===== src/rtl/alu_exec_pkg.sv =====
// Shared types and constants for the alu_exec_seq execute sequencer.
package alu_exec_pkg;

  localparam int unsigned DATA_W_DEF = 16;

  // Sequencer states: one instruction walks StIdle -> StRdA -> StRdB -> StExec -> StWb.
  typedef enum logic [2:0] {
    StIdle = 3'd0,
    StRdA  = 3'd1,
    StRdB  = 3'd2,
    StExec = 3'd3,
    StWb   = 3'd4
  } state_e;

  // ALU operation codes
  localparam logic [1:0] ALU_ADD = 2'b00;
  localparam logic [1:0] ALU_SUB = 2'b01;
  localparam logic [1:0] ALU_AND = 2'b10;
  localparam logic [1:0] ALU_NOT = 2'b11;

  // Shift codes applied to operand B before the ALU
  localparam logic [1:0] SH_NONE = 2'b00;
  localparam logic [1:0] SH_LSL  = 2'b01;
  localparam logic [1:0] SH_LSR  = 2'b10;
  localparam logic [1:0] SH_ASR  = 2'b11;

endpackage


===== src/rtl/alu_core.sv =====
// Combinational datapath: shift B, apply the ALU op, derive {Z,N,V}.
module alu_core
  import alu_exec_pkg::*;
#(
  parameter int unsigned DATA_W = DATA_W_DEF
) (
  input  logic [1:0]        op_i,
  input  logic [1:0]        shift_i,
  input  logic [DATA_W-1:0] a_i,
  input  logic [DATA_W-1:0] b_i,
  output logic [DATA_W-1:0] c_o,
  output logic [2:0]        status_o
);

  localparam int unsigned Msb = DATA_W - 1;

  logic [DATA_W-1:0] bs;
  logic [DATA_W-1:0] res;
  logic              ovf;

  // Barrel of one: shift B by at most one position
  always_comb begin
    bs = b_i;
    unique case (shift_i)
      SH_NONE: bs = b_i;
      SH_LSL:  bs = {b_i[Msb-1:0], 1'b0};
      SH_LSR:  bs = {1'b0, b_i[Msb:1]};
      SH_ASR:  bs = {b_i[Msb], b_i[Msb:1]};
      default: bs = b_i;
    endcase
  end

  // ALU result and signed overflow (only meaningful for ADD/SUB)
  always_comb begin
    res = '0;
    ovf = 1'b0;
    unique case (op_i)
      ALU_ADD: begin
        res = a_i + bs;
        ovf = (a_i[Msb] == bs[Msb]) && (res[Msb] != a_i[Msb]);
      end
      ALU_SUB: begin
        res = a_i - bs;
        ovf = (a_i[Msb] != bs[Msb]) && (res[Msb] != a_i[Msb]);
      end
      ALU_AND: res = a_i & bs;
      ALU_NOT: res = ~bs;
      default: res = '0;
    endcase
  end

  assign c_o      = res;
  assign status_o = {(res == '0), res[Msb], ovf};

endmodule


===== src/rtl/alu_exec_seq.sv =====
// Multi-cycle execute sequencer in front of an 8x16 register file.
// Reads A (rn) then B (rm), executes, and writes the result back to rd.
// Optional macro ALU_SKIP_A_EN: NOT skips the A read (3-edge latency).
module alu_exec_seq
  import alu_exec_pkg::*;
#(
  parameter int unsigned DATA_W = DATA_W_DEF,
  parameter int unsigned REG_AW = 3
) (
  input  logic              clk,
  input  logic              reset_n,
  input  logic              start,
  input  logic [1:0]        op,
  input  logic [1:0]        shift,
  input  logic [REG_AW-1:0] rn,
  input  logic [REG_AW-1:0] rm,
  input  logic [REG_AW-1:0] rd,
  input  logic [DATA_W-1:0] rf_data_out,
  output logic [REG_AW-1:0] rf_readnum,
  output logic [REG_AW-1:0] rf_writenum,
  output logic              rf_write,
  output logic [DATA_W-1:0] rf_data_in,
  output logic              busy,
  output logic              done,
  output logic [DATA_W-1:0] result,
  output logic [2:0]        status
);

  state_e            state_q, state_d;
  logic [1:0]        op_q, op_d;
  logic [1:0]        shift_q, shift_d;
  logic [REG_AW-1:0] rm_q, rm_d;
  logic [REG_AW-1:0] rd_q, rd_d;
  logic [DATA_W-1:0] a_q, a_d;
  logic [DATA_W-1:0] b_q, b_d;
  logic [DATA_W-1:0] c_q, c_d;
  logic [2:0]        status_q, status_d;
  logic [REG_AW-1:0] rf_readnum_q, rf_readnum_d;
  logic [REG_AW-1:0] rf_writenum_q, rf_writenum_d;
  logic              done_q, done_d;

  logic [DATA_W-1:0] alu_c;
  logic [2:0]        alu_status;

  alu_core #(
    .DATA_W (DATA_W)
  ) u_alu_core (
    .op_i     (op_q),
    .shift_i  (shift_q),
    .a_i      (a_q),
    .b_i      (b_q),
    .c_o      (alu_c),
    .status_o (alu_status)
  );

  // Next-state and datapath capture; every register holds unless its state updates it
  always_comb begin
    state_d       = state_q;
    op_d          = op_q;
    shift_d       = shift_q;
    rm_d          = rm_q;
    rd_d          = rd_q;
    a_d           = a_q;
    b_d           = b_q;
    c_d           = c_q;
    status_d      = status_q;
    rf_readnum_d  = rf_readnum_q;
    rf_writenum_d = rf_writenum_q;
    done_d        = 1'b0;

    unique case (state_q)
      StIdle: begin
        if (start) begin
          op_d         = op;
          shift_d      = shift;
          rm_d         = rm;
          rd_d         = rd;
          // rn is only needed for the RD_A read, so it goes straight to the read port
          rf_readnum_d = rn;
          state_d      = StRdA;
`ifdef ALU_SKIP_A_EN
          // NOT ignores A, so go directly to the B read
          if (op == ALU_NOT) begin
            rf_readnum_d = rm;
            state_d      = StRdB;
          end
`endif
        end
      end
      StRdA: begin
        a_d          = rf_data_out;
        rf_readnum_d = rm_q;
        state_d      = StRdB;
      end
      StRdB: begin
        b_d     = rf_data_out;
        state_d = StExec;
      end
      StExec: begin
        c_d           = alu_c;
        status_d      = alu_status;
        rf_writenum_d = rd_q;
        state_d       = StWb;
      end
      StWb: begin
        done_d  = 1'b1;
        state_d = StIdle;
      end
      default: state_d = StIdle;
    endcase
  end

  // State and datapath registers, cleared immediately on reset
  always_ff @(posedge clk or negedge reset_n) begin
    if (!reset_n) begin
      state_q       <= StIdle;
      op_q          <= '0;
      shift_q       <= '0;
      rm_q          <= '0;
      rd_q          <= '0;
      a_q           <= '0;
      b_q           <= '0;
      c_q           <= '0;
      status_q      <= '0;
      rf_readnum_q  <= '0;
      rf_writenum_q <= '0;
      done_q        <= 1'b0;
    end else begin
      state_q       <= state_d;
      op_q          <= op_d;
      shift_q       <= shift_d;
      rm_q          <= rm_d;
      rd_q          <= rd_d;
      a_q           <= a_d;
      b_q           <= b_d;
      c_q           <= c_d;
      status_q      <= status_d;
      rf_readnum_q  <= rf_readnum_d;
      rf_writenum_q <= rf_writenum_d;
      done_q        <= done_d;
    end
  end

  // Output decode: write enable only in StWb, busy in every non-idle state
  always_comb begin
    rf_readnum  = rf_readnum_q;
    rf_writenum = rf_writenum_q;
    rf_write    = (state_q == StWb);
    rf_data_in  = c_q;
    busy        = (state_q != StIdle);
    done        = done_q;
    result      = c_q;
    status      = status_q;
  end

endmodule


===== config.mk =====
export PLATFORM = sky130hd
export DESIGN_NAME = alu_exec_seq
export DESIGN_NICKNAME = d
export VERILOG_FILES = /design/src/rtl/alu_exec_pkg.sv /design/src/rtl/alu_core.sv /design/src/rtl/alu_exec_seq.sv
export SDC_FILE = /design/constraint.sdc
export NUM_CORES = 1
export LEC_CHECK = 0
export ABC_AREA = 1
export CORE_MARGIN = 10
export CORE_UTILIZATION = 45
export CTS_BUF_LIST = sky130_fd_sc_hd__clkbuf_8
export DETAILED_ROUTE_END_ITERATION = 10
export PLACE_DENSITY = 0.68
export SYNTH_ARGS = -nofsm -noshare
export SYNTH_HDL_FRONTEND = slang
export SYNTH_HIERARCHICAL = 1
export SYNTH_SLANG_ARGS = --single-unit
export TNS_END_PERCENT = 5

===== constraint.sdc =====
create_clock -name clk -period 5.97 [get_ports clk]
set_input_delay 1.194 -clock clk [delete_from_list [all_inputs] [get_ports clk]]
set_output_delay 1.194 -clock clk [all_outputs]
set_load 0.02 [all_outputs]

==> insert_results.sql <==
INSERT INTO impl_metrics (metric_group, metric, value, unit) VALUES
('floorplan', 'die_width', '130.7', 'um'),
('synthesis', 'post_synthesis_cell_count', '813', ''),
('setup_path', 'worstSetupStartpointType', 'register', ''),
('synthesis', 'synth-main-ff-cell', 'sky130_fd_sc_hd__dfrtp_1', ''),
('placed_design', 'portBuffers', '75', ''),
('detailed_routing', 'wl', '14930', 'um'),
('floorplan', 'initial_utilization', '45.94', '%'),
('setup_path', 'timing.critical_path.cells', 'inv_2, nand2_1, or2_2, o221ai_1, inv_1, ha_1, inv_1, a21oi_1, o21ai_0, a21oi_1, nand3_1, nand3_1, nand3_2, nor2_1, nand2_1, nor2_1, nand2_1, nand2_1', ''),
('synthesis', 'synth_largest_type_area_fraction', '32.20', '%'),
('setup_path', 'worst-path-max-fanout', '13', ''),
('detailed_routing', 'drt_iter0_drc', '273', ''),
('clock_tree', 'ctsResizeCount', '0', ''),
('setup_path', 'timing.critical_path.mode_cell', 'sky130_fd_sc_hd__nand2_1', ''),
('setup_path', 'slowest_stage', 'sky130_fd_sc_hd__dfrtp_1', ''),
('grt', 'grt_max_degree', '39', ''),
('synthesis', 'yosysTopAreaCell', 'sky130_fd_sc_hd__dfrtp_1', ''),
('layout', 'area.growth.synth_to_final', '15.44', '%'),
('synthesis', 'warning_count_from_the_yosys_run', '6', ''),
('clock_tree', 'number_of_buffers_on_the_longest_clock_path', '2', ''),
('status', 'run_status', 'completed', ''),
('synthesis', 'netlist_top_cells_count', '277 x sky130_fd_sc_hd__nand2_1, 112 x sky130_fd_sc_hd__inv_1, 71 x sky130_fd_sc_hd__dfrtp_1', ''),
('grt', 'antenna_violations_before_repair', '0', ''),
('job', 'number_of_max_capacitance_violations_reported', '0', ''),
('layout', 'nets', '925', ''),
('clock_tree', 'postCtsSetupBuffers', '0', ''),
('floorplan', 'floorplan.io_pins', '76', ''),
('floorplan', 'floorplan.die_area', '0.01709', 'mm2'),
('clock_tree', 'clockRootBuffer', 'sky130_fd_sc_hd__clkbuf_8', ''),
('floorplan', 'number_of_core_rows', '40', ''),
('clock_tree', 'clock_buffers_created_by_tritoncts', '9', ''),
('clock_tree', 'cts_htree_levels', '3', ''),
('timing', 'hold_viol', '0', ''),
('layout', 'share_of_layout_cells_above_drive_strength_1', '7.514', '%'),
('synthesis', 'number_of_flops_mapped_to_enable_cells_by_yosys', '0', ''),
('detailed_routing', 'post_drt_via_cell_ratio', '5.092', ''),
('synthesis', 'synthMostInstantiatedCell', 'sky130_fd_sc_hd__nand2_1', ''),
('detailed_routing', 'remaining_design_rule_violation_count', '0', ''),
('setup_path', 'cp_data_arrival_time', '3.54', 'ns'),
('grt', 'grt-ovfl-total', '0', ''),
('clock_tree', 'tritoncts', 'done', ''),
('setup_path', 'timing.setup.critical_path_class', 'reg -> reg', ''),
('synthesis', 'synthDistinctLibCells', '40', ''),
('placed_design', 'hpwl', '12000', 'um'),
('detailed_routing', 'detail-route-antenna-nets', '0', ''),
('grt', 'first_pass_grt_wire_length', '24520', 'um'),
('setup_path', 'critical_path_end_type', 'register', ''),
('floorplan', 'placeableCoreArea', '0.01201', 'mm2'),
('synthesis', 'postSynthNetCount', '878', ''),
('grt', 'via_count_of_the_first_global_routing_pass', '4899', ''),
('synthesis', 'netlist_top_cells_area', 'sky130_fd_sc_hd__dfrtp_1 32%, sky130_fd_sc_hd__nand2_1 19%, sky130_fd_sc_hd__inv_1 7.6%', ''),
('timing', 'fmax', '307.8', 'MHz'),
('floorplan', 'die_y', '130.7', 'um'),
('setup_path', 'timing.critical_path.required', '6.26', 'ns'),
('clock_tree', 'clkTransAtPathRegs', '0.08', 'ns'),
('layout', 'final_area', '0.006370', 'mm2'),
('setup_path', 'cpPeakStageDelay', '0.53', 'ns'),
('timing', 'maxSlewViolCount', '0', ''),
('layout', 'num_antenna_cells', '0', ''),
('timing', 'slew_headroom', '35.55', '%'),
('setup_path', 'path_buf_inv', '3', ''),
('synthesis', 'synth_sequential_area_ratio', '32.20', '%'),
('timing', 'worst-slew-pin-transition', '0.9645', 'ns'),
('worst_hold_path', 'timing.hold.worst.class', 'reg -> reg', ''),
('grt', 'grt_usage', '18.06', '%'),
('placed_design', 'gp_routability_congestion', '0.9440', ''),
('clock_tree', 'clock_sink_count', '71', ''),
('timing', 'tmin_final', '3.249', 'ns'),
('layout', 'num-fill-cells', '1226', ''),
('clock_tree', 'cts_hold_buffers', '0', ''),
('timing', 'fin_tns_setup', '0', 'ns'),
('setup_path', 'critical_path.top_delay_family', 'simple AND/OR/NAND/NOR gates', '');
flip-flops by register name, indices dropped and copies added, names as in the netlist:
| signal | flops |
|---|---|
| op_q | 2 |
| a_q | 16 |
| state_q | 3 |
| rf_readnum | 3 |
| rm_q | 3 |
| b_q | 16 |
| done | 1 |
| shift_q | 2 |
| rd_q | 3 |
| result | 16 |
| status | 3 |
| rf_writenum | 3 |
metal layers:
metal | share of wire (%) | track usage [%] | routed length, um
met4 | 2.1 | 6.409 | 307
met1 | 47 | 25.39 | 7088
met2 | 44 | 27.65 | 6622
met5 | 0 | 0 | 0
met3 | 6.1 | 2.619 | 911
worst register-to-register path, delay by kind of cell, from the launching register on:
family	cells	cell delay, ns
AOI/OAI and AO/OA	4	0.63
DFF	1	0.53
buffers and inverters	3	0.46
adders and majority gates	1	0.45
and+or+nand+nor	10	1.13
logic make-up after synthesis:
logic type / Yosys count / synth area share, %
AOI/OAI and AO/OA: 105 / 11.29
adders and majority gates: 33 / 7.755
xor gates and xnor gates: 4 / 0.6349
DFF: 71 / 32.20
buffers and inverters: 164 / 13.40
and+or+nand+nor: 436 / 34.72
worst paths after layout:
kind / end / from / cells past startpoint / slack, ns
worst max-delay path: status[2]$_DFFE_PN0P_ / shift_q[1]$_DFFE_PN0P_ / 18 / 2.72
worst min-delay path: rf_writenum[2]$_DFFE_PN0P_ / rd_q[2]$_DFFE_PN0P_ / 2 / 0.48
worst max register to register: status[2]$_DFFE_PN0P_ / shift_q[1]$_DFFE_PN0P_ / 18 / 2.72
worst min register to register: rf_writenum[2]$_DFFE_PN0P_ / rd_q[2]$_DFFE_PN0P_ / 2 / 0.48
max in group asynchronous: a_q[9]$_DFFE_PN0P_ / reset_n / 2 / 4.13
min in group asynchronous: a_q[1]$_DFFE_PN0P_ / reset_n / 1 / 0.89
cell usage in the layout (no fill, tap or decap), drive strengths merged:
cell type,synthesis,routed
nand2,284,284
inv,119,120
nand3,82,82
clkdlybuf4s50,0,74
dfrtp,71,71
o21ai,54,54
nor2,48,48
ha,31,31
a21oi,27,27
nand4,10,10
clkbuf,4,10
a22oi,8,8
clkinv,3,7
o221ai,6,6
or2,6,6
o21a,4,4
xor2,4,4
buf,38,4
nor3,3,3
o21bai,2,2
fa,2,2
clkinvlp,0,1
o211ai,1,1
o22ai,1,1
nand3b,1,1
a21o,1,1
nor3b,1,1
and3,1,1
o2111ai,1,1
through the flow:
step	util, %	std cells	worst slack, ns
final	53.03	1012	2.721
after floorplan	-	813	3.270
after global placement	51.52	996	2.820
after CTS	53.03	1012	2.744
after detailed placement	51.52	996	2.788
after global routing	53.03	1012	2.352
area by class of cell:
type | instances | area [um2] | area share (%)
Multi-Input combinational cell | 578 | 3002 | 47.12
Sequential cell | 71 | 1777 | 27.89
Timing Repair Buffer | 78 | 768.2 | 12.06
Inverter | 122 | 457.9 | 7.189
Tap cell | 147 | 183.9 | 2.887
Clock buffer | 10 | 137.6 | 2.161
Clock inverter | 6 | 43.79 | 0.6875
Power is left out: the tool's default activity adds up to more than one toggle a clock period on the data nets, which glitch-free logic cannot reach.
